===== src/rtl/gpio_port.sv =====
// GPIO peripheral: output/enable registers, synchronised and optionally debounced
// inputs, and a level interrupt on enabled rising/falling edges.

module gpio_pin #(
    parameter int SYNC_STAGES = 2,
    parameter int DEB_CYCLES  = 0
) (
    input  logic clk,
    input  logic rst_n,
    input  logic pin_in,
    output logic filt
);
    logic [SYNC_STAGES-1:0] sync_q, sync_d;
    logic                   s;

    always_comb begin
        sync_d = {sync_q[SYNC_STAGES-2:0], pin_in};
    end

    always_ff @(posedge clk or negedge rst_n) begin
        if (!rst_n) sync_q <= '0;
        else        sync_q <= sync_d;
    end

    assign s = sync_q[SYNC_STAGES-1];

    if (DEB_CYCLES == 0) begin : g_nodeb
        assign filt = s;
    end else begin : g_deb
        localparam int CW = $clog2(DEB_CYCLES + 1);
        logic [CW-1:0] cnt_q, cnt_d;
        logic          f_q, f_d;

        // The filter flips on the edge where the count would reach DEB_CYCLES.
        always_comb begin
            cnt_d = '0;
            f_d   = f_q;
            if (s != f_q) begin
                if (cnt_q == CW'(DEB_CYCLES - 1)) f_d = s;
                else                              cnt_d = cnt_q + 1'b1;
            end
        end

        always_ff @(posedge clk or negedge rst_n) begin
            if (!rst_n) begin
                cnt_q <= '0;
                f_q   <= 1'b0;
            end else begin
                cnt_q <= cnt_d;
                f_q   <= f_d;
            end
        end

        assign filt = f_q;
    end
endmodule

module gpio_port #(
    parameter int WIDTH       = 8,
    parameter int SYNC_STAGES = 2,
    parameter int DEB_CYCLES  = 0
) (
    input  logic             clk,
    input  logic             rst_n,
    input  logic [2:0]       addr,
    input  logic [15:0]      wdata,
    input  logic             wr,
    input  logic             rd,
    output logic [15:0]      rdata,
    input  logic [WIDTH-1:0] gpio_in,
    output logic [WIDTH-1:0] gpio_out,
    output logic [WIDTH-1:0] gpio_oe,
    output logic             irq
);
    localparam logic [2:0] A_OUT = 3'd0, A_OE = 3'd1, A_IN = 3'd2, A_SET = 3'd3,
                           A_CLR = 3'd4, A_RIE = 3'd5, A_FIE = 3'd6, A_STAT = 3'd7;

    logic [WIDTH-1:0] out_q, out_d, oe_q, oe_d, rie_q, rie_d, fie_q, fie_d;
    logic [WIDTH-1:0] stat_q, stat_d, f_q, filt, wd, stat_clr, rise, fall, rsel;
    logic [15:0]      rdata_q, rdata_d;
    logic             irq_q, irq_d;

    gpio_pin #(.SYNC_STAGES(SYNC_STAGES), .DEB_CYCLES(DEB_CYCLES)) u_pin [WIDTH-1:0] (
        .clk    (clk),
        .rst_n  (rst_n),
        .pin_in (gpio_in),
        .filt   (filt)
    );

    assign wd = wdata[WIDTH-1:0];

    always_comb begin
        out_d    = out_q;
        oe_d     = oe_q;
        rie_d    = rie_q;
        fie_d    = fie_q;
        stat_clr = '0;
        if (wr) begin
            case (addr)
                A_OUT:   out_d    = wd;
                A_OE:    oe_d     = wd;
                A_SET:   out_d    = out_q | wd;
                A_CLR:   out_d    = out_q & ~wd;
                A_RIE:   rie_d    = wd;
                A_FIE:   fie_d    = wd;
                A_STAT:  stat_clr = wd;
                default: ;
            endcase
        end

        rise = filt & ~f_q;
        fall = ~filt & f_q;
        // New events are ORed in after the clear so a same-cycle set wins.
        stat_d = (stat_q & ~stat_clr) | (rise & rie_q) | (fall & fie_q);
        irq_d  = |stat_q;

        case (addr)
            A_OUT:   rsel = out_q;
            A_OE:    rsel = oe_q;
            A_IN:    rsel = filt;
            A_RIE:   rsel = rie_q;
            A_FIE:   rsel = fie_q;
            A_STAT:  rsel = stat_q;
            default: rsel = '0;
        endcase
        rdata_d = rd ? 16'(rsel) : rdata_q;
    end

    always_ff @(posedge clk or negedge rst_n) begin
        if (!rst_n) begin
            out_q   <= '0;
            oe_q    <= '0;
            rie_q   <= '0;
            fie_q   <= '0;
            stat_q  <= '0;
            f_q     <= '0;
            rdata_q <= '0;
            irq_q   <= 1'b0;
        end else begin
            out_q   <= out_d;
            oe_q    <= oe_d;
            rie_q   <= rie_d;
            fie_q   <= fie_d;
            stat_q  <= stat_d;
            f_q     <= filt;
            rdata_q <= rdata_d;
            irq_q   <= irq_d;
        end
    end

    assign gpio_out = out_q;
    assign gpio_oe  = oe_q;
    assign rdata    = rdata_q;
    assign irq      = irq_q;
endmodule


===== config.mk =====
export PLATFORM = sky130hd
export DESIGN_NAME = gpio_port
export DESIGN_NICKNAME = d
export VERILOG_FILES = /design/src/rtl/gpio_port.sv
export SDC_FILE = /design/constraint.sdc
export NUM_CORES = 1
export LEC_CHECK = 0
export BUFFER_PORTS_ARGS = -buffer_cell sky130_fd_sc_hd__buf_2
export CAP_MARGIN = 25
export CORE_ASPECT_RATIO = 0.6
export CORE_MARGIN = 3
export CORE_UTILIZATION = 45
export DETAILED_ROUTE_END_ITERATION = 8
export GPL_TIMING_DRIVEN = 0
export PLACE_DENSITY_LB_ADDON = 0.12
export REMOVE_ABC_BUFFERS = 1
export SLEW_MARGIN = 0
export SYNTH_ARGS = -nofsm -noshare
export SYNTH_HDL_FRONTEND = slang
export SYNTH_SLANG_ARGS = --single-unit

===== constraint.sdc =====
create_clock -name clk -period 1.06 [get_ports clk]
set_input_delay 0.159 -clock clk [delete_from_list [all_inputs] [get_ports clk]]
set_output_delay 0.159 -clock clk [all_outputs]
set_load 0.01 [all_outputs]

Word-level counts from Yosys, hierarchy flattened

Cells that the tools add are included.
W data, S select, Z words.

Add/sub/neg operators: 0
$mul: 0
Divide/modulo/power cells: 0
Magnitude comparators: 0
Eq/ne operators: 7
Shift operators: 0
Multiplexer cells: 4
Bitwise logic cells: 13
Reductions and logical operators: 7

Operator list:

| kind                 | number |
|---|---|
| $and A8 B8 Y8        | 6 |
| $pmux W8 S6          | 1 |
| $not A8 Y8           | 4 |
| $or A8 B8 Y8         | 3 |
| $pmux W8 S3          | 1 |
| $mux W8              | 2 |
| $eq A3 B3 Y1 const B | 4 |
| $reduce_and A2 Y1    | 4 |
| $reduce_or A8 Y1     | 1 |
| $eq A3 B2 Y1 const B | 2 |
| $eq A3 B1 Y1 const B | 1 |
| $logic_not A3 Y1     | 1 |
| $reduce_bool A3 Y1   | 1 |

Bits in registers: 73
Bits in latches: 0
Bits in writable memories: 0
Memory bits (read-only): 0
Input port bits: 31
Output and inout bits: 33
Word-level logic and storage cells: 47
Memories: 0

Longest topological paths before layout

Gate-level depths: netlist (run 1).

Depth in word-level cells: 7
Depth in mapped cells: 6
Mapped depth without buffers: 4

Cells and area by module

Synthesis (run 1) repeated with hierarchy kept, for this count alone.

Cells, all modules: 250
Area total of the unflattened synthesis: 3,151.8 µm²

Modules (own cells, without submodules):

| module    | instances | cells each | area each (µm²) | seq. area each (µm²) |
|---|---|---|---|---|
| gpio_port | 1         | 234        | 2,751.4         | 1,426.4 |
| gpio_pin  | 8         | 2          | 50.0            | 50.0 |

Least setup slack after synthesis (run 1)

No wires, ideal clock.

Path kind: input to register
Start: in addr[2]
End: reg rie_q[0]
Arrival time: 1.110 ns
Data required time: 0.935 ns
Setup slack: -0.175 ns
Cell stages on the path: 5
Buffers on the path: 2
Path through: buf_4 -> inv_2 -> or3_1 -> buf_6 -> mux2_4

Cells in the longest elaborated chain, start to end: 2

RTL lines:

| item                               | line | RTL |
|---|---|---|
| from (decl)                        | 65   | `input logic [2:0] addr,` |
| $eq A3 B3 Y1                       | 99   | `case (addr)` |
| $reduce_and A2 Y1 (no source line) | -    |  |
| to (signal assigned)               | 142  | `rie_q <= rie_d;` |
| to (decl)                          | 78   | `logic [WIDTH-1:0] out_q, out_d, oe_q, oe_d, rie_q, rie_d, fie_q, fie_d;` |

Every way passes these cells.
A chain may end at the register's enable or synchronous reset.

Final worst setup path (run 1)

Start: reg oe_q[6] (netlist: gpio_oe[6])
End: reg rdata_q[6] (netlist: rdata[6])

Cells in the longest elaborated chain, start to end: 1

RTL lines:

| item                   | line | RTL |
|---|---|---|
| from (decl)            | 78   |  |
| from (signal assigned) | 132  | `oe_q <= '0;` |
| from (signal assigned) | 141  | `oe_q <= oe_d;` |
| $pmux W8 S6            | 117  | `case (addr)` |
| to (signal assigned)   | 146  | `rdata_q <= rdata_d;` |
| to (decl)              | 80   | `logic [15:0] rdata_q, rdata_d;` |

Every way passes these cells.

==> results.json, run 1 <==
{
  "slew_violations": 0,
  "diodes": 0,
  "yosys.area_share.adder_pct": 0,
  "status": "finished with violations",
  "yosys.area_share.simple_pct": 10.3,
  "synth_cell_types": 35,
  "critPathMaxFanout": 2,
  "cts.clk_slew.worst_paths_ns": 0.05,
  "powerDensity_nw_per_um2": 1910,
  "num-fill-cells": 545,
  "wl_per_cell_um": 18.4,
  "rows": 22,
  "chipWidth_um": 114,
  "peakVddDrop_mv": 1.44,
  "avgSynthCellArea_um2": 12.5,
  "fin_crit_sh_pct": 104,
  "synthMuxAreaShare_pct": 15.1,
  "tritoncts": "yes",
  "syn_to_final_growth_pct": 26.2,
  "violations": "setup timing",
  "first_pass_iters": 4,
  "placed_cells": 369,
  "cts.path.max_buffers": 2,
  "finClkSkew_ns": 0.00253,
  "grt-ovfl-total": 0,
  "gp_congestion": 0.835,
  "groute.usage.overall_pct": 19.1,
  "syn_inst": 250,
  "cts.sink_count": 73,
  "startpoint_type": "flop",
  "cp_data_required_time_ns": 1.27,
  "ys_warn_count": 0,
  "critPathKind": "reg -> reg",
  "clk_latency_ns": 0.33,
  "rsz0062_at_grt": "yes",
  "core-area_um2": 6410,
  "synth_area_um2": 3130,
  "final_cells": 402,
  "wirelength_um": 7380,
  "synthXorXnorAreaFrac_pct": 0,
  "drt_iter0_drc": 132,
  "ys_seq_area_share_pct": 58.4,
  "io_pins": 64,
  "dr_total_vias": 2208,
  "drive_above_1_share_pct": 33.6,
  "ys_ff_latch": 73,
  "synth_top_family_by_area": "multiplexers",
  "antenna_found_initial": 0,
  "leakage_nw": 1.82,
  "grt_max_degree": 60,
  "avgViaCountPerCell": 5.49,
  "start_util_pct": 48.8,
  "cts_buffers": 9,
  "fin_nets": 346,
  "synth_compound_area_share_pct": 11.6,
  "worst_slack_ns": -0.0436,
  "arrival_ns": 1.32,
  "min_path_type": "in -> reg",
  "min_period_ns": 1.10,
  "grt_pass1_vias": 2107,
  "drc": 0,
  "dp_hpwl_um": 4600,
  "maxCapViolCount": 0,
  "final_hold_viol_count": 0,
  "end_kind": "flop",
  "port_buffers": 47,
  "die_y_um": 70.6,
  "grt_pass1_wl_um": 11600,
  "root_buffer": "clkbuf_16",
  "h-tree-depth": 3,
  "setup_tns_ns": -0.0937,
  "ant_nets": 0,
  "die_area_um2": 8020,
  "maxClockFrequency_ghz": 0.906,
  "finalSetupViolations": 4
}
synth_stat cells:
cell | n | area (um^2)
dfrtp_1 | 73 | 1830
nand2_1 | 34 | 128
mux2_2 | 18 | 203
mux2i_1 | 15 | 150
o21ai_0 | 14 | 70.1
buf_4 | 12 | 90.1
a22o_1 | 8 | 70.1
mux2_4 | 8 | 120
nand3b_1 | 7 | 52.6
o211ai_1 | 7 | 52.6
o22a_1 | 7 | 61.3
nand3_1 | 5 | 25.0
o221ai_1 | 5 | 43.8
buf_2 | 4 | 20.0
a21oi_1 | 3 | 15.0
clkbuf_1 | 3 | 11.3
nor2_1 | 3 | 11.3
o22ai_1 | 3 | 18.8
a31oi_1 | 2 | 12.5
nand2b_1 | 2 | 12.5
nor3b_1 | 2 | 15.0
nor4_1 | 2 | 12.5
and4_1 | 1 | 8.76
buf_6 | 1 | 11.3
conb_1 | 1 | 3.75
inv_1 | 1 | 3.75
inv_2 | 1 | 3.75
nand4b_1 | 1 | 8.76
nor2b_1 | 1 | 6.26
nor3_2 | 1 | 10.0
nor3b_4 | 1 | 18.8
o32a_1 | 1 | 10.0
o41ai_1 | 1 | 8.76
or2_2 | 1 | 6.26
or3_1 | 1 | 6.26
flip-flops by register name, indices dropped and copies added, names as in the netlist:
register / cells
gpio_out: 8
irq: 1
f_q: 8
rie_q: 8
u_pin.sync_q: 16
stat_q: 8
rdata: 8
gpio_oe: 8
fie_q: 8
metal layers:
metal | vias up | routed length, um | global-route usage (%)
met1 | 1101 | 3550 | 28.2
met4 | 0 | 69 | 6.00
met2 | 76 | 3240 | 26.7
met5 | - | 0 | 0
li1 | 1025 | - | -
met3 | 6 | 515 | 6.32
critical path: stages (launching register included):
cell and delay (ns):
dfrtp_1 0.36, nor2b_1 0.12, o21ai_1 0.13, a21oi_1 0.05, o32a_1 0.32
placed cells by master, fill, tap and decap left out, drive strengths merged:
cell type and instances:
conb 8, nand2b 2, nor4 2, nand3b 7, o22ai 3, o32a 1, a31oi 2, nand2 34
nand4b 1, nor2b 1, a21oi 3, and4 1, o21ai 14, inv 2, o221ai 5, or3 1
dfrtp 73, nor2 3, a22o 8, nand3 5, o22a 7, o41ai 1, o211ai 7, or2 1
nor3b 3, mux2i 15, buf 57, mux2 26, dlygate4sd3 9, clkbuf 15, nor3 1
power breakdown:
part | internal [W] | switching [W]
clock network | 0.00169 | 0.00103
logic | 0.000723 | 0.000594
registers | 0.00320 | 0.000308
total | 0.00561 | 0.00193
per-stage QoR:
| step | util (%) | area [um^2] | hold slack, ns | power (W) | worst slack (ns) |
|---|---|---|---|---|---|
| 6_report | 61.6 | 3950 | 0.125 | 0.00754 | -0.0436 |
| 5_1_grt | 61.6 | 3950 | 0.137 | 0.00791 | -0.0746 |
| 4_1_cts | 60.7 | 3890 | 0.115 | 0.00758 | -0.0628 |
| 3_5_place_dp | 52.9 | 3390 | 0.0313 | 0.00470 | -1.05 |
| 3_3_place_gp | 52.4 | 3360 | 0.268 | 0.00466 | -1.06 |
| 2_1_floorplan | - | 3020 | -0.137 | 0.00416 | -0.166 |
path summary, 6_finish.rpt:
| kind | end | depth (start not counted) | slack (ns) | startpoint |
|---|---|---|---|---|
| max reg2reg | rdata[6] | 4 | -0.04 | gpio_oe[6] |
| max in group asynchronous | rie_q[4] | 3 | 0.28 | rst_n |
| min reg2reg | u_pin[2].sync_q[1] | 0 | 0.34 | u_pin[2].sync_q[0] |
| max | rdata[6] | 4 | -0.04 | gpio_oe[6] |
| min in group asynchronous | stat_q[1] | 2 | 0.23 | rst_n |
| min | gpio_out[6] | 2 | 0.12 | wdata[6] |
logic make-up (layout without fill, tap and decap cells):
kind of cell / after synthesis / in the layout
AOI/OAI and AO/OA: 51 / 51
buffers and inverters: 22 / 83
DFF: 73 / 73
muxes: 41 / 41
other: 1 / 8
and+or+nand+nor: 62 / 62
layout make-up:
class                           count  area (um^2)  area share [%]
Sequential cell                    73         1830            46.3
Tap cell                           84          105            2.66
Multi-Input combinational cell    162         1230            31.2
Timing Repair Buffer               67          510            12.9
Inverter                            2         10.0           0.253
Clock buffer                       14          264            6.69
timing repair:
item,in CTS,in global routing
setup buffers,8,1
gates cloned,0,1
endpoints found under the setup margin,49,30
pin swaps,7,3
hold buffers,9,0
gates resized for setup,21,6
endpoints found under the hold margin,67,0
(Power assumes the default switching activity.)
==> run 2: changes to the inputs <==
CORE_UTILIZATION = 40   (was 45)
HOLD_SLACK_MARGIN = 0.05   (was default)
SETUP_SLACK_MARGIN = 0.2   (was default)
==> run 2 against run 1 <==
  * The run still ends with setup timing left
  * Clock-buffer cell count is 2 lower
  * Clock power is 2% lower
  * Global-route usage is 0.87 points higher
  * Sequential power hardly changed
  * Flip-flop and latch count stayed put
  * Sequential share of layout area is 5.2 points lower
  * Core utilization is 1.6 points lower
  * Combinational power is 23% higher
  * Via count is 7.2% higher
  * Critical path type unchanged
  * Critical endpoint unchanged
  * Highest routed layer unchanged
==> results.json, run 2 (synthesis gave the netlist of run 1 again) <==
{
  "groute.usage.overall_pct": 20.0,
  "cpPeakStageDelay_ns": 0.39,
  "rsz0062_at_grt": "yes",
  "p_total_w": 0.00781,
  "worst_slack_ns": -0.0583,
  "final_cell_mix": "73 x dfrtp_1, 41 x buf_2, 31 x nand2_1",
  "wl_met3_um": 647,
  "drc": 0,
  "violations": "setup timing",
  "arrival_ns": 1.33,
  "gp_congestion": 0.766,
  "grt_max_degree": 55,
  "leakage_nw": 2.08,
  "maxCapViolCount": 0,
  "dr_total_vias": 2366,
  "startpoint_type": "flop",
  "ant_nets": 0,
  "min_path_type": "in -> reg",
  "maxUsedRoutingLayer": "met4",
  "powerDensity_nw_per_um2": 1760,
  "io_pins": 64,
  "worst-path-buf-inv": 0,
  "cts.clk_slew.worst_paths_ns": 0.06,
  "end_kind": "flop",
  "grt_pass1_vias": 2230,
  "drive_above_1_share_pct": 42.5,
  "die_area_um2": 8950,
  "cts.sink_count": 73,
  "top_register": "u_pin.sync_q",
  "cp_cell_sequence": "nor2b_4, o21ai_1, a21oi_1, o32a_1",
  "min-delay-start": "wdata[5]",
  "cpMaxStageDelayCell": "dfrtp_1",
  "status": "finished with violations",
  "final_common_cell": "dfrtp_1",
  "chipWidth_um": 120,
  "antenna_found_initial": 0,
  "finish.utilization_pct": 59.9,
  "h-tree-depth": 3,
  "die_y_um": 74.5,
  "syn_to_final_growth_pct": 42.1,
  "slew_violations": 0,
  "diodes": 0,
  "dp_hpwl_um": 4770,
  "clk_latency_ns": 0.33,
  "r2r-start": "gpio_oe[6]",
  "cp_data_required_time_ns": 1.27,
  "fin_nets": 377,
  "finClkSkew_ns": 0.00784,
  "placed_cells": 389,
  "core-area_um2": 7420,
  "rows": 24,
  "setup_tns_ns": -0.0827,
  "finalSetupViolations": 3,
  "min_period_ns": 1.12,
  "first_pass_iters": 4,
  "maxClockFrequency_ghz": 0.894,
  "met1Wirelength_um": 4230,
  "peakVddDrop_mv": 0.971,
  "critPathMaxFanout": 3,
  "grt-ovfl-total": 0,
  "final_hold_viol_count": 0,
  "grt_pass1_wl_um": 13100,
  "met2_length_um": 3460,
  "cts.path.max_buffers": 2,
  "final_cells": 452,
  "tritoncts": "yes",
  "drt_iter0_drc": 190,
  "critPathKind": "reg -> reg",
  "crit_family": "compound AO/OA/AOI/OAI gates",
  "whs_ns": 0.150,
  "avgViaCountPerCell": 5.23,
  "fin_crit_sh_pct": 105,
  "wirelength_um": 8450,
  "cts_buffers": 9,
  "start_util_pct": 42.2,
  "port_buffers": 47,
  "root_buffer": "clkbuf_16",
  "wl_per_cell_um": 18.7,
  "startpoint": "gpio_oe[6]",
  "largest_reg_flops": 16
}
-- run 2: changes by cell type in the layout (fill, tap and decap cells not counted), moves of 4 or more --
| cell | before | now |
|---|---|---|
| mux2_2 | 16 | 3 |
| mux2_4 | 10 | 23 |
| buf_16 | 2 | 6 |
| o21ai_0 | 12 | 2 |
| o21ai_1 | 2 | 8 |
| buf_4 | 9 | 28 |
| o21ai_2 | 0 | 4 |
| buf_6 | 2 | 8 |
-- run 2: what timing repair did --
action / in CTS / in global routing
pin swaps: 14 / 6
resized for setup: 39 / 42
hold endpoints to repair: 40 / 0
gates cloned: 2 / 1
endpoints found under the setup margin: 74 / 124
setup buffers: 24 / 14
hold buffers: 9 / 0
-- run 2: path summary, 6_finish.rpt --
check,slack (ns),to,depth (start not counted)
worst max-delay path,-0.06,rdata[6],4
worst min-delay path,0.15,gpio_out[5],2
worst max register to register,-0.06,rdata[6],4
worst min register to register,0.35,u_pin[2].sync_q[1],0
max in group asynchronous,0.30,gpio_out[0],3
min in group asynchronous,0.27,stat_q[1],2
-- run 2: layer usage --
metal / up-vias / GRT usage, %
met3: 11 / 6.23
met1: 1184 / 30.0
met2: 80 / 27.2
li1: 1091 / -
met5: - / 0
met4: 0 / 6.98
-- run 2: report_power, final --
group	switching, W	internal, W
clock	0.00104	0.00160
sequential	0.000330	0.00320
combinational	0.000673	0.000958
-- run 2: layout make-up --
type | count | area, um^2
fill | 624 | 2970
sequential | 73 | 1830
multi-input combinational | 162 | 1340
timing repair buffer | 98 | 881
clock buffer | 12 | 246
tap | 104 | 130
inverter | 2 | 12.5
clock inverter | 1 | 5.00
-- run 2: through the flow --
step	setup slack, ns	area [um^2]
final	-0.0583	4440
after global routing	-0.121	4440
after CTS	-0.0662	4160
after detailed placement	-1.08	3420
after global placement	-1.08	3390
after floorplan	-0.166	3020
==> run 3: changes to the inputs <==
ABC_AREA = 1   (was default)
==> run 3 against run 2 <==
  * The flow now finishes without violations
  * Critical path depth shrank 3
  * Maximum frequency is 6.9% higher
  * Final cell count rose by 27%
  * Synthesized cell count rose by 46%
  * Setup slack better by 0.073 ns
  * Sequential share of layout area is 1.8 points lower
  * Flip-flop and latch count unchanged
==> results.json, run 3 <==
{
  "status": "complete, no violations",
  "dr_total_vias": 3034,
  "die_area_um2": 9820,
  "groute.usage.overall_pct": 20.4,
  "min_path_type": "in -> reg",
  "crit_family": "flip-flops",
  "finish.utilization_pct": 57.1,
  "cp_data_required_time_ns": 0.90,
  "syn_inst": 364,
  "gp_congestion": 0.838,
  "io_pins": 64,
  "synth_edf_count": 0,
  "finalSetupViolations": 0,
  "powerDensity_nw_per_um2": 1720,
  "final_hold_viol_count": 0,
  "cts_buffers": 9,
  "synth_top_area_cell": "dfrtp_1",
  "netlist.area_leader.share_pct": 52.9,
  "final_common_cell": "nand2_1",
  "maxClockFrequency_ghz": 0.956,
  "synthTopCellsByCount": "97 x nand2_1, 73 x dfrtp_1, 34 x nand4_1",
  "worst_slack_ns": 0.0144,
  "cp_cell_sequence": "buf_2",
  "grt_max_degree": 52,
  "chipWidth_um": 126,
  "critPathMaxFanout": 2,
  "top_register": "u_pin.sync_q",
  "grt.met1_usage_pct": 29.3,
  "grt_pass1_vias": 2847,
  "cts.clk_slew.worst_paths_ns": 0.06,
  "ys_ff_latch": 73,
  "dp_slack_ns": -0.911,
  "placed_cells": 501,
  "drt_iter0_drc": 228,
  "num-fill-cells": 729,
  "tritoncts": "yes",
  "worst-path-buf-inv": 1,
  "setup_tns_ns": 0,
  "final_cell_mix": "96 x nand2_1, 73 x dfrtp_1, 42 x buf_2",
  "final_cells": 574,
  "maxCapViolCount": 0,
  "leakage_nw": 2.28,
  "synth_area_um2": 3450,
  "synth_most_common_cell": "nand2_1",
  "use_met3_pct": 5.91,
  "h-tree-depth": 3,
  "fin_nets": 493,
  "synthFlopType": "dfrtp_1",
  "antenna_found_initial": 0,
  "cpMaxStageDelayCell": "dfrtp_1",
  "synthArstFlopShare_pct": 100,
  "ant_nets": 0,
  "rows": 25,
  "cts.path.max_buffers": 2,
  "root_buffer": "clkbuf_16",
  "slew_violations": 0,
  "netlist_top_cells_area": "dfrtp_1 53%, nand2_1 11%, nand4_1 6.2%",
  "syn_to_final_growth_pct": 34.5,
  "dp_hpwl_um": 5950,
  "largest_reg_flops": 16,
  "peakVddDrop_mv": 0.875,
  "start_util_pct": 42.4,
  "synth_cell_types": 27,
  "first_pass_iters": 5,
  "arrival_ns": 0.89,
  "drc": 0,
  "ys_warn_count": 0,
  "startpoint_type": "flop",
  "grt_busiest_layer": "met2",
  "critPathKind": "reg -> out",
  "whs_ns": 0.101,
  "diodes": 0,
  "finClkSkew_ns": 0.00673,
  "drive_above_1_share_pct": 34.5,
  "die_y_um": 78.0,
  "wirelength_um": 9610,
  "rsz0062_at_grt": "yes",
  "fin_crit_sh_pct": 98.6,
  "avgViaCountPerCell": 5.29,
  "clk_latency_ns": 0.33,
  "min_period_ns": 1.05,
  "grt-ovfl-total": 0,
  "wl_per_cell_um": 16.7,
  "avgSynthCellArea_um2": 9.48,
  "cts.sink_count": 73,
  "grt_pass1_wl_um": 15300,
  "end_kind": "output pin",
  "ys_seq_area_share_pct": 52.9,
  "port_buffers": 47,
  "globalRouteMet2Util_pct": 30.3,
  "cpPeakStageDelay_ns": 0.40,
  "core-area_um2": 8130
}
==> run 3: cell count changes after synthesis, sizes merged, moves of 8 or more <==
cell	change
inv	+25
a22o	-8
nand2	+72
o21ai	+26
a21oi	+8
buf	+9
nand3	+14
mux2	-26
mux2i	-15
nand4	+35
nor2	+11
==> run 3: repair_timing <==
item,CTS,global route
pin swaps,26,17
endpoints found under the setup margin,74,115
cloned,2,0
setup buffers,37,10
hold buffers,9,0
hold endpoints to repair,30,0
gates resized for setup,26,28
==> run 3: where the power goes <==
part	switching (W)	leakage (nW)	internal [W]	total (W)
clock	0.00109	0.128	0.00163	0.00271
combinational	0.000925	1.28	0.000871	0.00180
sequential	0.000299	0.870	0.00318	0.00347
total	0.00231	2.28	0.00567	0.00798
==> run 3: stage by stage <==
| step | total power [W] | area [um^2] |
|---|---|---|
| final | 0.00798 | 4640 |
| after global routing | 0.00842 | 4640 |
| after CTS | 0.00788 | 4450 |
| after detailed placement | 0.00473 | 3660 |
| after global placement | 0.00469 | 3630 |
| after floorplan | 0.00413 | 3260 |
==> run 3: cell families after synthesis <==
| kind of cell | synth area share (%) |
|---|---|
| AO/OA/AOI/OAI | 11.2 |
| other | 0.109 |
| flip-flops | 52.9 |
| AND/OR/NAND/NOR | 26.4 |
| buffers and inverters | 9.39 |
==> run 3: worst paths after layout <==
path	startpoint	to	slack, ns	cells past startpoint
max	gpio_oe[4]	gpio_oe[4]	0.01	1
min reg2reg	u_pin[3].sync_q[0]	u_pin[3].sync_q[1]	0.35	0
min	wdata[3]	gpio_out[3]	0.10	3
min in group asynchronous	rst_n	gpio_oe[6]	0.25	2
max reg2reg	stat_q[2]	irq	0.04	3
max in group asynchronous	rst_n	rdata[5]	0.29	3
==> run 3: cell type report <==
cell class | instances | area (um^2) | area share (%)
clock buffers | 12 | 246 | 5.31
clock inverters | 3 | 17.5 | 0.377
inverters | 27 | 119 | 2.56
multi-input cells | 246 | 1440 | 31.0
flip-flops and latches | 73 | 1830 | 39.4
well taps | 108 | 135 | 2.91
repair buffers | 104 | 848 | 18.3
repair inverters | 1 | 8.76 | 0.189
==> run 3: layer usage <==
layer / vias up / routed length, um / share of wire (%)
li1: 1424 / - / -
met1: 1493 / 4550 / 47
met2: 106 / 4260 / 44
met3: 11 / 680 / 7.1
met4: 0 / 121 / 1.3
met5: - / 0 / 0
